[config.mk]
export PLATFORM = sky130hd
export DESIGN_NAME = gate_pipe_unit
export DESIGN_NICKNAME = d
export VERILOG_FILES = /design/src/rtl/gate_pipe_unit.sv
export SDC_FILE = /design/constraint.sdc
export NUM_CORES = 1
export LEC_CHECK = 0
export CAP_MARGIN = 15
export CORE_MARGIN = 2
export CORE_UTILIZATION = 35
export CTS_BUF_LIST = sky130_fd_sc_hd__clkbuf_4 sky130_fd_sc_hd__clkbuf_8
export DETAILED_ROUTE_END_ITERATION = 6
export PLACE_DENSITY = 0.58
export SLEW_MARGIN = 20
export SYNTH_ARGS = -nofsm -noshare
export SYNTH_HDL_FRONTEND = slang
export SYNTH_SLANG_ARGS = --single-unit
[constraint.sdc]
create_clock -name clk -period 4.1 [get_ports clk]
set_input_delay 0.82 -clock clk [delete_from_list [all_inputs] [get_ports clk]]
set_output_delay 0.82 -clock clk [all_outputs]
set_load 0.01 [all_outputs]
[src/rtl/gate_pipe_unit.sv]
// Two-stage pipelined bitwise gate unit: 3-to-8 opcode decode selects one of eight gates.
// Valid/ready on both sides sustains one op per clock; a saturating counter tallies output transfers.
module gate_pipe_unit #(
    parameter int WIDTH = 8,
    parameter int CNT_W = 16
) (
    input  logic             clk,
    input  logic             rst_n,
    input  logic [WIDTH-1:0] a,
    input  logic [WIDTH-1:0] b,
    input  logic [2:0]       op,
    input  logic             in_valid,
    output logic             in_ready,
    output logic [WIDTH-1:0] y,
    output logic [7:0]       y_sel,
    output logic             out_valid,
    input  logic             out_ready,
    output logic [CNT_W-1:0] op_count,
    input  logic             clr_count
);

    typedef enum logic [2:0] {
        OP_AND  = 3'd0,
        OP_OR   = 3'd1,
        OP_NOT  = 3'd2,
        OP_XOR  = 3'd3,
        OP_NAND = 3'd4,
        OP_NOR  = 3'd5,
        OP_XNOR = 3'd6,
        OP_BUF  = 3'd7
    } op_e;

    logic             r_s1_valid;
    logic [WIDTH-1:0] r_s1_a;
    logic [WIDTH-1:0] r_s1_b;
    logic [7:0]       r_s1_sel;

    logic [WIDTH-1:0] r_y;
    logic [7:0]       r_y_sel;
    logic             r_out_valid;
    logic [CNT_W-1:0] r_op_count;

    logic             w_s2_free;
    logic             w_s1_adv;
    logic             w_in_ready;
    logic             w_in_xfer;
    logic             w_out_xfer;
    logic [7:0]       w_dec;
    logic [WIDTH-1:0] w_gate [8];
    logic [WIDTH-1:0] w_y;

    assign w_dec      = 8'b1 << op;
    assign w_s2_free  = !r_out_valid || out_ready;
    assign w_s1_adv   = r_s1_valid && w_s2_free;
    // in_ready is combinational from out_ready so a draining pipe can refill in the same cycle.
    assign w_in_ready = !r_s1_valid || w_s2_free;
    assign w_in_xfer  = in_valid && w_in_ready;
    assign w_out_xfer = r_out_valid && out_ready;

    assign w_gate[OP_AND]  = r_s1_a & r_s1_b;
    assign w_gate[OP_OR]   = r_s1_a | r_s1_b;
    assign w_gate[OP_NOT]  = ~r_s1_a;
    assign w_gate[OP_XOR]  = r_s1_a ^ r_s1_b;
    assign w_gate[OP_NAND] = ~(r_s1_a & r_s1_b);
    assign w_gate[OP_NOR]  = ~(r_s1_a | r_s1_b);
    assign w_gate[OP_XNOR] = ~(r_s1_a ^ r_s1_b);
    assign w_gate[OP_BUF]  = r_s1_a;

    always_comb begin
        // NOTE: assign a default before any conditional update so no path infers a latch.
        w_y = '0;
        for (int k = 0; k < 8; k++) begin
            if (r_s1_sel[k]) begin
                w_y = w_y | w_gate[k];
            end
        end
    end

    always_ff @(posedge clk or negedge rst_n) begin
        if (!rst_n) begin
            // NOTE: state registers use non-blocking assignments so every flop samples pre-edge values.
            r_s1_valid <= 1'b0;
        end else if (w_in_xfer) begin
            r_s1_valid <= 1'b1;
        end else if (w_s1_adv) begin
            r_s1_valid <= 1'b0;
        end
    end

    // NOTE: stage-1 payload needs no reset; it is only consumed when r_s1_valid is set.
    always_ff @(posedge clk) begin
        if (w_in_xfer) begin
            r_s1_a   <= a;
            r_s1_b   <= b;
            r_s1_sel <= w_dec;
        end
    end

    always_ff @(posedge clk or negedge rst_n) begin
        if (!rst_n) begin
            r_y         <= '0;
            r_y_sel     <= '0;
            r_out_valid <= 1'b0;
        end else if (w_s1_adv) begin
            r_y         <= w_y;
            r_y_sel     <= r_s1_sel;
            r_out_valid <= 1'b1;
        end else if (out_ready) begin
            r_out_valid <= 1'b0;
        end
    end

    // Clear wins over a same-cycle increment; the count sticks at all-ones.
    always_ff @(posedge clk or negedge rst_n) begin
        if (!rst_n) begin
            r_op_count <= '0;
        end else if (clr_count) begin
            r_op_count <= '0;
        end else if (w_out_xfer && (r_op_count != {CNT_W{1'b1}})) begin
            r_op_count <= r_op_count + 1'b1;
        end
    end

    assign in_ready  = w_in_ready;
    assign y         = r_y;
    assign y_sel     = r_y_sel;
    assign out_valid = r_out_valid;
    assign op_count  = r_op_count;

endmodule
==> results of run 1 <==
-- sequential cells by signal, summed over array words and instances, names as in the netlist --
| signal | cells |
|---|---|
| r_s1_valid | 1 |
| y | 8 |
| r_s1_sel | 8 |
| r_s1_a | 8 |
| y_sel | 8 |
| op_count | 16 |
| out_valid | 1 |
| r_s1_b | 8 |
-- logic make-up (layout without fill, tap and decap cells) --
group	after synthesis	after routing	synth area share [%]
and+or+nand+nor	63	63	12.4
adders and majority gates	17	17	7.11
AOI/OAI and AO/OA	52	52	11.4
muxes	34	34	11.8
xor gates and xnor gates	1	1	0.293
buffers and inverters	31	93	4.39
DFF	58	58	52.5
-- routing by layer --
metal / GRT usage, % / wire (um) / up-vias
met2: 24.7 / 3130 / 48
met1: 20.1 / 3090 / 1059
met4: 4.93 / 71 / 0
li1: - / - / 1052
met3: 4.97 / 311 / 5
met5: 0 / 0 / -
-- metrics by stage --
stage	instance area, um2	worst slack (ps)	hold WS (ps)	total power, mW
after floorplan	2990	2070	457	0.821
after global placement	3650	1280	466	0.945
after detailed placement	3650	1270	473	0.950
after CTS	3870	1270	487	1.54
after global routing	3870	1190	502	1.60
final	3870	1280	482	1.52
-- report_power, final --
| part | switching (mW) | internal (mW) | leakage (nW) |
|---|---|---|---|
| Clock | 0.219 | 0.369 | 0.113 |
| Combinational | 0.0977 | 0.135 | 0.811 |
| Sequential | 0.0446 | 0.657 | 0.665 |
-- cell type report --
type                    instances  area (um2)
clock buffers                  12         153
clock inverters                 4        67.6
fillers                       790        4390
inverters                      17        63.8
multi-input cells             167        1290
flip-flops and latches         58        1570
well taps                     105         131
repair buffers                 60         593
-- worst max-delay path by stage --
stage | start | slack (ps) | cells past startpoint | end
finish | out_ready | 1280 | 3 | in_ready
global route | out_ready | 1190 | 3 | in_ready
CTS | out_ready | 1270 | 3 | in_ready
detailed placement | out_ready | 1270 | 3 | in_ready
global placement | out_ready | 1280 | 3 | in_ready
floorplan | out_ready | 2070 | 2 | r_s1_a[0]$_DFFE_PP_
-- cells in the final DEF (no fill, tap or decap), types with 5 or more instances in the layout --
| master | n |
|---|---|
| ha_1 | 17 |
| nand2_1 | 12 |
| edfxtp_1 | 24 |
| or3_1 | 8 |
| a21oi_1 | 14 |
| nand3_1 | 5 |
| clkdlybuf4s50_1 | 57 |
| mux2_2 | 11 |
| o31ai_1 | 5 |
| o21ai_0 | 10 |
| a21o_1 | 7 |
| nor2b_1 | 5 |
| clkbuf_8 | 10 |
| or4_1 | 5 |
| inv_1 | 17 |
| mux2i_1 | 23 |
| nand4_1 | 5 |
| dfrtp_1 | 34 |
==> run metrics, run 1 <==
Syn Nets=297; number of synthesized flops with an enable pin=24; Tmin final=between 2000 and 3000 ps; reg2reg path depth=6; Peak Freq=354 MHz; Wirelength per Cell=roughly 16 um; # rows=33; DP HPWL=about 4300 um; cell mode on critical path=clkdlybuf4s50_1; commonest cells in the netlist=34 x dfrtp_1, 24 x edfxtp_1, 23 x mux2i_1; dpl cells=407; Final period util=a little under 70%; CTS H-tree depth=3; Peak VDD IR=~0.16 mV; Non-Filler Instances=roughly 420; Starting DRT DRC Count=roughly 70; Yosys top cell by area=dfrtp_1; Max Clock Skew=between 10 and 15 ps; first-pass GRT wire length=roughly 11,000 um; fin. max-slew vios=0; top_reg_cell synth=dfrtp_1; CTS Root Cell=clkbuf_8; Ports=58; Max Cap Viol=0; most frequent cell after synthesis=dfrtp_1; Worst Setup Start Kind=input pin; TNS Setup=0 ps; Layout Area Growth over Synthesis=29.3%; total iterations of the first detailed-routing run=4; Nets=about 350; top cells by area, synth=dfrtp_1 28%, edfxtp_1 24%, mux2i_1 7.7%; Mapped Avg Cell Area=between 10 and 15 um2; Worst setup EP type=primary output; R2R Setup Slk=about 1800 ps; Die Wd=96.5 um; maximum fanout along the worst path=4; Slew @ Worst Pin=835 ps; Reg-to-Reg Start=op_count[0]$_DFFE_PN0P_; Hold Path Cell Cnt=1; port bufs=57; Worst Hold Class=reg -> reg; GP Congestion=approximately 0.72; status=finished clean; WP data arrival=around 2000 ps; relative slew slack=about 44%; Post-synth ARST share=around three fifths; Die Span Y=between 90 and 100 um; RSZ-0062 raised after global routing=false; CTS tree=done; CTS resizes=0; final setup fails=0; Std-Cell Core Area=8260 um2; post-CTS setup buffer count=0; Min-Delay Endpoint=y[0]$_DFFE_PN0P_; CP cell instances=clkdlybuf4s50_1, nand3b_1, clkdlybuf4s50_1; cts bufs inserted=9; Seq/Total Area, Yosys=52.5%; Setup Crit Path Kind=in -> out; grt total ovfl=0; Worst Min Path Start=y[0]$_DFFE_PN0P_; Routed Wire Length=6600 um; power per cell area=394 nW/um2; largest net degree at the start of global routing=35; CP required=around 3300 ps; clk sinks=58; Routed Antenna Nets=0; layout cells sized above 1=10.7%; Initial Utilization=between 30 and 40%; fin util=between 40 and 50%; worst skew pair latency=340 ps; reg2reg end=op_count[1]$_DFFE_PN0P_; Buf+Inv Stages, Crit Path=2; via count=~2,200; clk buf depth=2; cells after synthesis=between 200 and 300; Vias/cell=5.12; initial antenna violation count=0; Yosys reg bits=58; post-synth top area share=28.4%; Unique masters post-synth=43; Remaining DRCs=0; Post-CTS Hold Buffers=0; clk slew on worst S/H paths=~60 ps; antenna cells=0; crit-path leading delay family=buffers and inverters; Die Area=~9300 um2; Yosys warning total=0; vias in the first global route=2,120; Final Hold Vio Count=0; Global Route Usage Sum=between 10% and 20%; Critical Path Slowest Stage Cell=clkdlybuf4s50_1; Post-Syn Area=around 3000 um2; slowest stage delay, CP=540 ps; Static Leakage=1.59 nW
No activity file was read; power rests on OpenSTA's default activity.
==> run 2, diff against run 1 <==
--- a/config.mk
+++ b/config.mk
@@ -10,7 +10,7 @@
 export CORE_UTILIZATION = 35
 export CTS_BUF_LIST = sky130_fd_sc_hd__clkbuf_4 sky130_fd_sc_hd__clkbuf_8
 export DETAILED_ROUTE_END_ITERATION = 6
-export PLACE_DENSITY = 0.58
+export PLACE_DENSITY = 0.6
 export SLEW_MARGIN = 20
 export SYNTH_ARGS = -nofsm -noshare
 export SYNTH_HDL_FRONTEND = slang
==> constraint.sdc (replaced) <==
create_clock -name clk -period 2.41 [get_ports clk]
set_input_delay 0.482 -clock clk [delete_from_list [all_inputs] [get_ports clk]]
set_output_delay 0.482 -clock clk [all_outputs]
set_load 0.01 [all_outputs]
==> run metrics, run 2 (synthesis results as in run 1) <==
CTS tree=done; final setup fails=0 (unchanged); post-CTS setup buffer count=0 (unchanged); grt total ovfl=0 (unchanged); layout cells sized above 1=15.5% (+4.8 points); Slew @ Worst Pin=760 ps (-75.6 ps); Ports=58 (unchanged); commonest cells after routing, fill and taps aside=57 x clkdlybuf4s50_1, 34 x dfrtp_1, 24 x edfxtp_1; clk buf depth=2 (unchanged); antenna cells=0 (unchanged); Static Leakage=1.68 nW (+5.9%); clk slew on worst S/H paths=60 ps (about the same); Worst Hold Class=reg -> reg; met2 wire len=3100 um (-0.80%); Remaining DRCs=0 (unchanged); max FFs per register=16 (unchanged); Post-CTS Hold Buffers=0 (unchanged); Peak Freq=roughly 460 MHz; status=finished clean; CTS H-tree depth=3 (unchanged); Die Area=9300 um2 (unchanged); Die Wd=96.5 um (unchanged); most common cell after layout, fill and taps aside=clkdlybuf4s50_1; overall power=2.58 mW (+69%); Initial Utilization=36.2% (unchanged); Layout Area Growth over Synthesis=33.9%; Psw=0.618 mW (+71%); Max Cap Viol=0 (unchanged); worst hold margin=476 ps (-5.83 ps); vias in the first global route=2,142 (+1.0%); RSZ-0062 raised after global routing=false; fin. max-slew vios=0 (unchanged); WP data arrival=1680 ps (-320 ps); Final period util=89.9%; design area=4010 um2 (+3.5%); CTS resizes=0 (unchanged); internal power=1.96 mW (+69%); Worst Setup Start Kind=input pin; Vias/cell=5.06 (-1.1%); Routed Antenna Nets=0 (unchanged); reg2reg path depth=6 (unchanged); fin util=48.5% (+1.7 points); metal3 WL=265 um (-15%); pre-CTS WS=33.2 ps (-1240 ps); total iterations of the first detailed-routing run=5 (+1); via count=2,227 (+2.9%); Sw Ratio=24.0% (+0.27 points); power per cell area=643 nW/um2 (+63%); Peak VDD IR=0.329 mV (+110%); Die Span Y=96.5 um (unchanged); Nets=371 (+4.8%); register share of total power=46.2% (about the same); initial antenna violation count=0 (unchanged); Tmin final=between 2000 and 2500 ps; Routed Wire Length=6600 um (unchanged); Worst setup EP type=primary output; Non-Filler Instances=440 (+4.0%); clk sinks=58 (unchanged); CP required=1930 ps (-1350 ps); Final Hold Vio Count=0 (unchanged); DP HPWL=4440 um (+2.2%); Setup Crit Path Kind=in -> out; TNS Setup=0 ps (unchanged); Wirelength per Cell=15.0 um (-3.9%); Final Worst Setup Slack=244 ps (-1030 ps); Highest Signal Layer=met4; first-pass GRT wire length=10,500 um (-2.1%); maximum fanout along the worst path=4 (unchanged); dpl cells=424 (+4.2%); DP Area=3780 um2 (+3.5%); Hold Path Cell Cnt=1 (unchanged); worst skew pair latency=330 ps (about the same); port bufs=57 (unchanged); relative slew slack=49.2% (+5.5 points); Starting DRT DRC Count=119 (+72%); Global Route Usage Sum=15.1% (-0.42 points); largest net degree at the start of global routing=35 (unchanged); Max Clock Skew=6.63 ps (-4.65 ps); CTS Root Cell=clkbuf_8; cts bufs inserted=9 (unchanged); Comb pwr share=15.8% (+0.5 points); # rows=33 (unchanged); Std-Cell Core Area=8260 um2 (unchanged); Clk pwr share=38.0% (-0.6 points); Met1 Wirelength=3180 um (+2.9%); GP Congestion=0.776 (+7.1%)
[run 2: cell count changes in the layout (fill, tap and decap cells not counted)]
cell,delta
buf_4,+17
clkinvlp_4,+2
clkbuf_8,-1
clkinv_1,-1
o41ai_2,-1
o41ai_4,+1
[run 2: final timing paths]
path,start,endpoint,slack (ps)
worst max-delay path,out_ready,in_ready,240
worst min-delay path,y[1]$_DFFE_PN0P_,y[1]$_DFFE_PN0P_,480
worst max register to register,op_count[0]$_DFFE_PN0P_,op_count[1]$_DFFE_PN0P_,290
worst min register to register,y[1]$_DFFE_PN0P_,y[1]$_DFFE_PN0P_,480
max in group asynchronous,rst_n,op_count[4]$_DFFE_PN0P_,1520
min in group asynchronous,rst_n,op_count[1]$_DFFE_PN0P_,560
[run 2: power by group through the flow]
stage	registers, mW	clock network, mW	logic, mW
floorplan	1.20	0	0.194
global placement	1.21	0	0.403
detailed placement	1.21	0	0.409
CTS	1.19	1.01	0.411
global route	1.20	1.06	0.451
finish	1.19	0.979	0.407
[run 2: cell type report]
| class | instances | area (um2) |
|---|---|---|
| fillers | 762 | 4250 |
| flip-flops and latches | 58 | 1570 |
| multi-input cells | 167 | 1300 |
| repair buffers | 77 | 721 |
| clock buffers | 11 | 139 |
| well taps | 105 | 131 |
| clock inverters | 5 | 78.8 |
| inverters | 17 | 63.8 |
[run 2: routing by layer]
metal / vias up / GRT usage [%]
li1: 1091 / -
met1: 1083 / 20.5
met2: 49 / 23.7
met3: 4 / 4.19
met4: 0 / 4.23
met5: - / 0
[run 2: worst max-delay path, stage by stage]
cell and delay, ps:
clkdlybuf4s50_1 500, nand3b_1 150, clkdlybuf4s50_1 550
==> run 3, diff against run 2 <==
--- a/config.mk
+++ b/config.mk
@@ -10,7 +10,7 @@
 export CORE_UTILIZATION = 35
 export CTS_BUF_LIST = sky130_fd_sc_hd__clkbuf_4 sky130_fd_sc_hd__clkbuf_8
 export DETAILED_ROUTE_END_ITERATION = 6
-export PLACE_DENSITY = 0.6
+export PLACE_DENSITY = 0.58
 export SLEW_MARGIN = 20
 export SYNTH_ARGS = -nofsm -noshare
 export SYNTH_HDL_FRONTEND = slang
==> constraint.sdc (replaced) <==
create_clock -name clk -period 2 [get_ports clk]
set_input_delay 0.4 -clock clk [delete_from_list [all_inputs] [get_ports clk]]
set_output_delay 0.4 -clock clk [all_outputs]
set_load 0.01 [all_outputs]
==> run metrics, run 3 (synthesis results as in run 1) <==
number of fill cells in the layout=771 (+1.2%); via count=2,245 (+0.81%); Wirelength per Cell=15.2 um (+1.1%); # rows=33 (unchanged); maximum fanout along the worst path=9 (+5); clk buf depth=2 (unchanged); vias in the first global route=2,147 (+0.23%); Tmin final=roughly 1800 ps; Worst Hold Class=in -> async; Remaining DRCs=0 (unchanged); CTS Root Cell=clkbuf_8; Setup Crit Path Kind=reg -> reg; Die Area=9300 um2 (unchanged); Post-CTS Hold Buffers=0 (unchanged); multi-input logic area=1290 um2 (-0.87%); fin. max-slew vios=0 (unchanged); first-pass GRT wire length=10,400 um (-0.33%); TNS Setup=0 ps (unchanged); largest net degree at the start of global routing=35 (unchanged); Static Leakage=1.68 nW (about the same); Die Span Y=96.5 um (unchanged); Worst Setup Start Kind=register; initial antenna violation count=0 (unchanged); layout cells sized above 1=16.1% (+0.55 points); RSZ-0062 raised after global routing=false; Routed Wire Length=6690 um (+1.4%); fin util=48.8% (+0.29 points); Worst setup EP type=register; grt total ovfl=0 (unchanged); CP required=2270 ps (+340 ps); CTS tree=done; clk sinks=58 (unchanged); total iterations of the first detailed-routing run=4 (-1); Layout Area Growth over Synthesis=34.7%; Max Cap Viol=0 (unchanged); Slew @ Worst Pin=454 ps (-305 ps); Starting DRT DRC Count=104 (-13%); Peak Freq=between 500 and 600 MHz; worst skew pair latency=340 ps (about the same); power per cell area=779 nW/um2 (+21%); Peak VDD IR=0.299 mV (-8.9%); clk slew on worst S/H paths=70 ps (about the same); DP HPWL=4530 um (+2.0%); Final period util=between 90 and 100%; Ports=58 (unchanged); met1 Use GR=20.0% (-0.53 points); Final Hold Vio Count=0 (unchanged); port bufs=57 (unchanged); Top Usage Layer GRT=met2; Initial Utilization=36.2% (unchanged); most common cell after layout, fill and taps aside=clkdlybuf4s50_1; max FFs per register=16 (unchanged); WP data arrival=2110 ps (+430 ps); antenna cells=0 (unchanged); relative slew slack=69.7% (+21 points); Nets=372 (+0.27%); Global Route Usage Sum=15.1% (-0.016 points); register area=1570 um2 (unchanged); Routed Antenna Nets=0 (unchanged); final setup fails=0 (unchanged); met3 Use GR=4.34% (+0.16 points); Max Clock Skew=11.5 ps (+4.86 ps); CTS H-tree depth=3 (unchanged); Die Wd=96.5 um (unchanged); commonest cells after routing, fill and taps aside=56 x clkdlybuf4s50_1, 34 x dfrtp_1, 24 x edfxtp_1; status=finished clean; cts bufs inserted=9 (unchanged); Std-Cell Core Area=8260 um2 (unchanged); GRT met2 Usage=23.3% (-0.46 points); GP Congestion=0.731 (-5.8%); Vias/cell=5.09 (+0.58%)
run 3: changes by cell type in the layout (fill, tap and decap cells not counted):
cell             delta
clkinv_1            -1
clkinv_4            +1
clkbuf_4            -2
o41ai_2             +1
o41ai_4             -1
buf_4               -1
buf_12              +2
clkinv_2            +2
dlymetal6s2s_1      +1
clkdlybuf4s50_1     -1
run 3: where the power goes:
part           internal (mW)  leakage (nW)  switching (mW)  total [mW]
Sequential              1.35         0.665          0.0873        1.43
Combinational          0.308         0.911           0.209       0.517
Clock                  0.698         0.105           0.491        1.19
run 3: final cells by class:
type / instances / share of cell area, %
inverters: 17 / 1.58
multi-input cells: 167 / 32.0
flip-flops and latches: 58 / 39.0
repair buffers: 78 / 18.8
well taps: 105 / 3.26
clock buffers: 9 / 3.07
clock inverters: 7 / 2.33
run 3: through the flow:
step | hold slack, ps | power [mW] | setup slack (ps) | std cells | cell area, um2
2_1_floorplan | 104 | 1.68 | 136 | 256 | 2990
3_3_place_gp | 465 | 1.97 | -43.1 | 421 | 3780
3_5_place_dp | 468 | 1.98 | -46.2 | 421 | 3780
4_1_cts | 480 | 3.18 | 18.2 | 437 | 4000
5_1_grt | 501 | 3.28 | 52.9 | 441 | 4030
6_report | 470 | 3.14 | 155 | 441 | 4030
run 3: layer usage:
metal	up-vias	wire [um]
li1	1093	-
met3	7	277
met4	0	101
met2	43	3130
met5	-	0
met1	1102	3180
run 3: worst paths after layout:
kind | endpoint | depth (start not counted) | from | slack, ps
max | op_count[9]$_DFFE_PN0P_ | 7 | op_count[0]$_DFFE_PN0P_ | 150
min | op_count[0]$_DFFE_PN0P_ | 2 | rst_n | 470
max reg2reg | op_count[9]$_DFFE_PN0P_ | 7 | op_count[0]$_DFFE_PN0P_ | 150
min reg2reg | y[5]$_DFFE_PN0P_ | 1 | y[5]$_DFFE_PN0P_ | 480
max in group asynchronous | y[1]$_DFFE_PN0P_ | 2 | rst_n | 1200
min in group clk | y[5]$_DFFE_PN0P_ | 1 | y[5]$_DFFE_PN0P_ | 480
run 3: critical path, cell delays in order, from the launching register on:
cell,delay [ps]
dfrtp_1,390
ha_1,220
nand4_1,130
o41ai_2,90
buf_4,160
buf_4,160
or4_1,490
a21oi_1,140
run 3: repair_timing:
| item | CTS | global route |
|---|---|---|
| setup buffers | 0 | 4 |
| setup endpoints to repair | 0 | 3 |
| gates resized for setup | 0 | 1 |
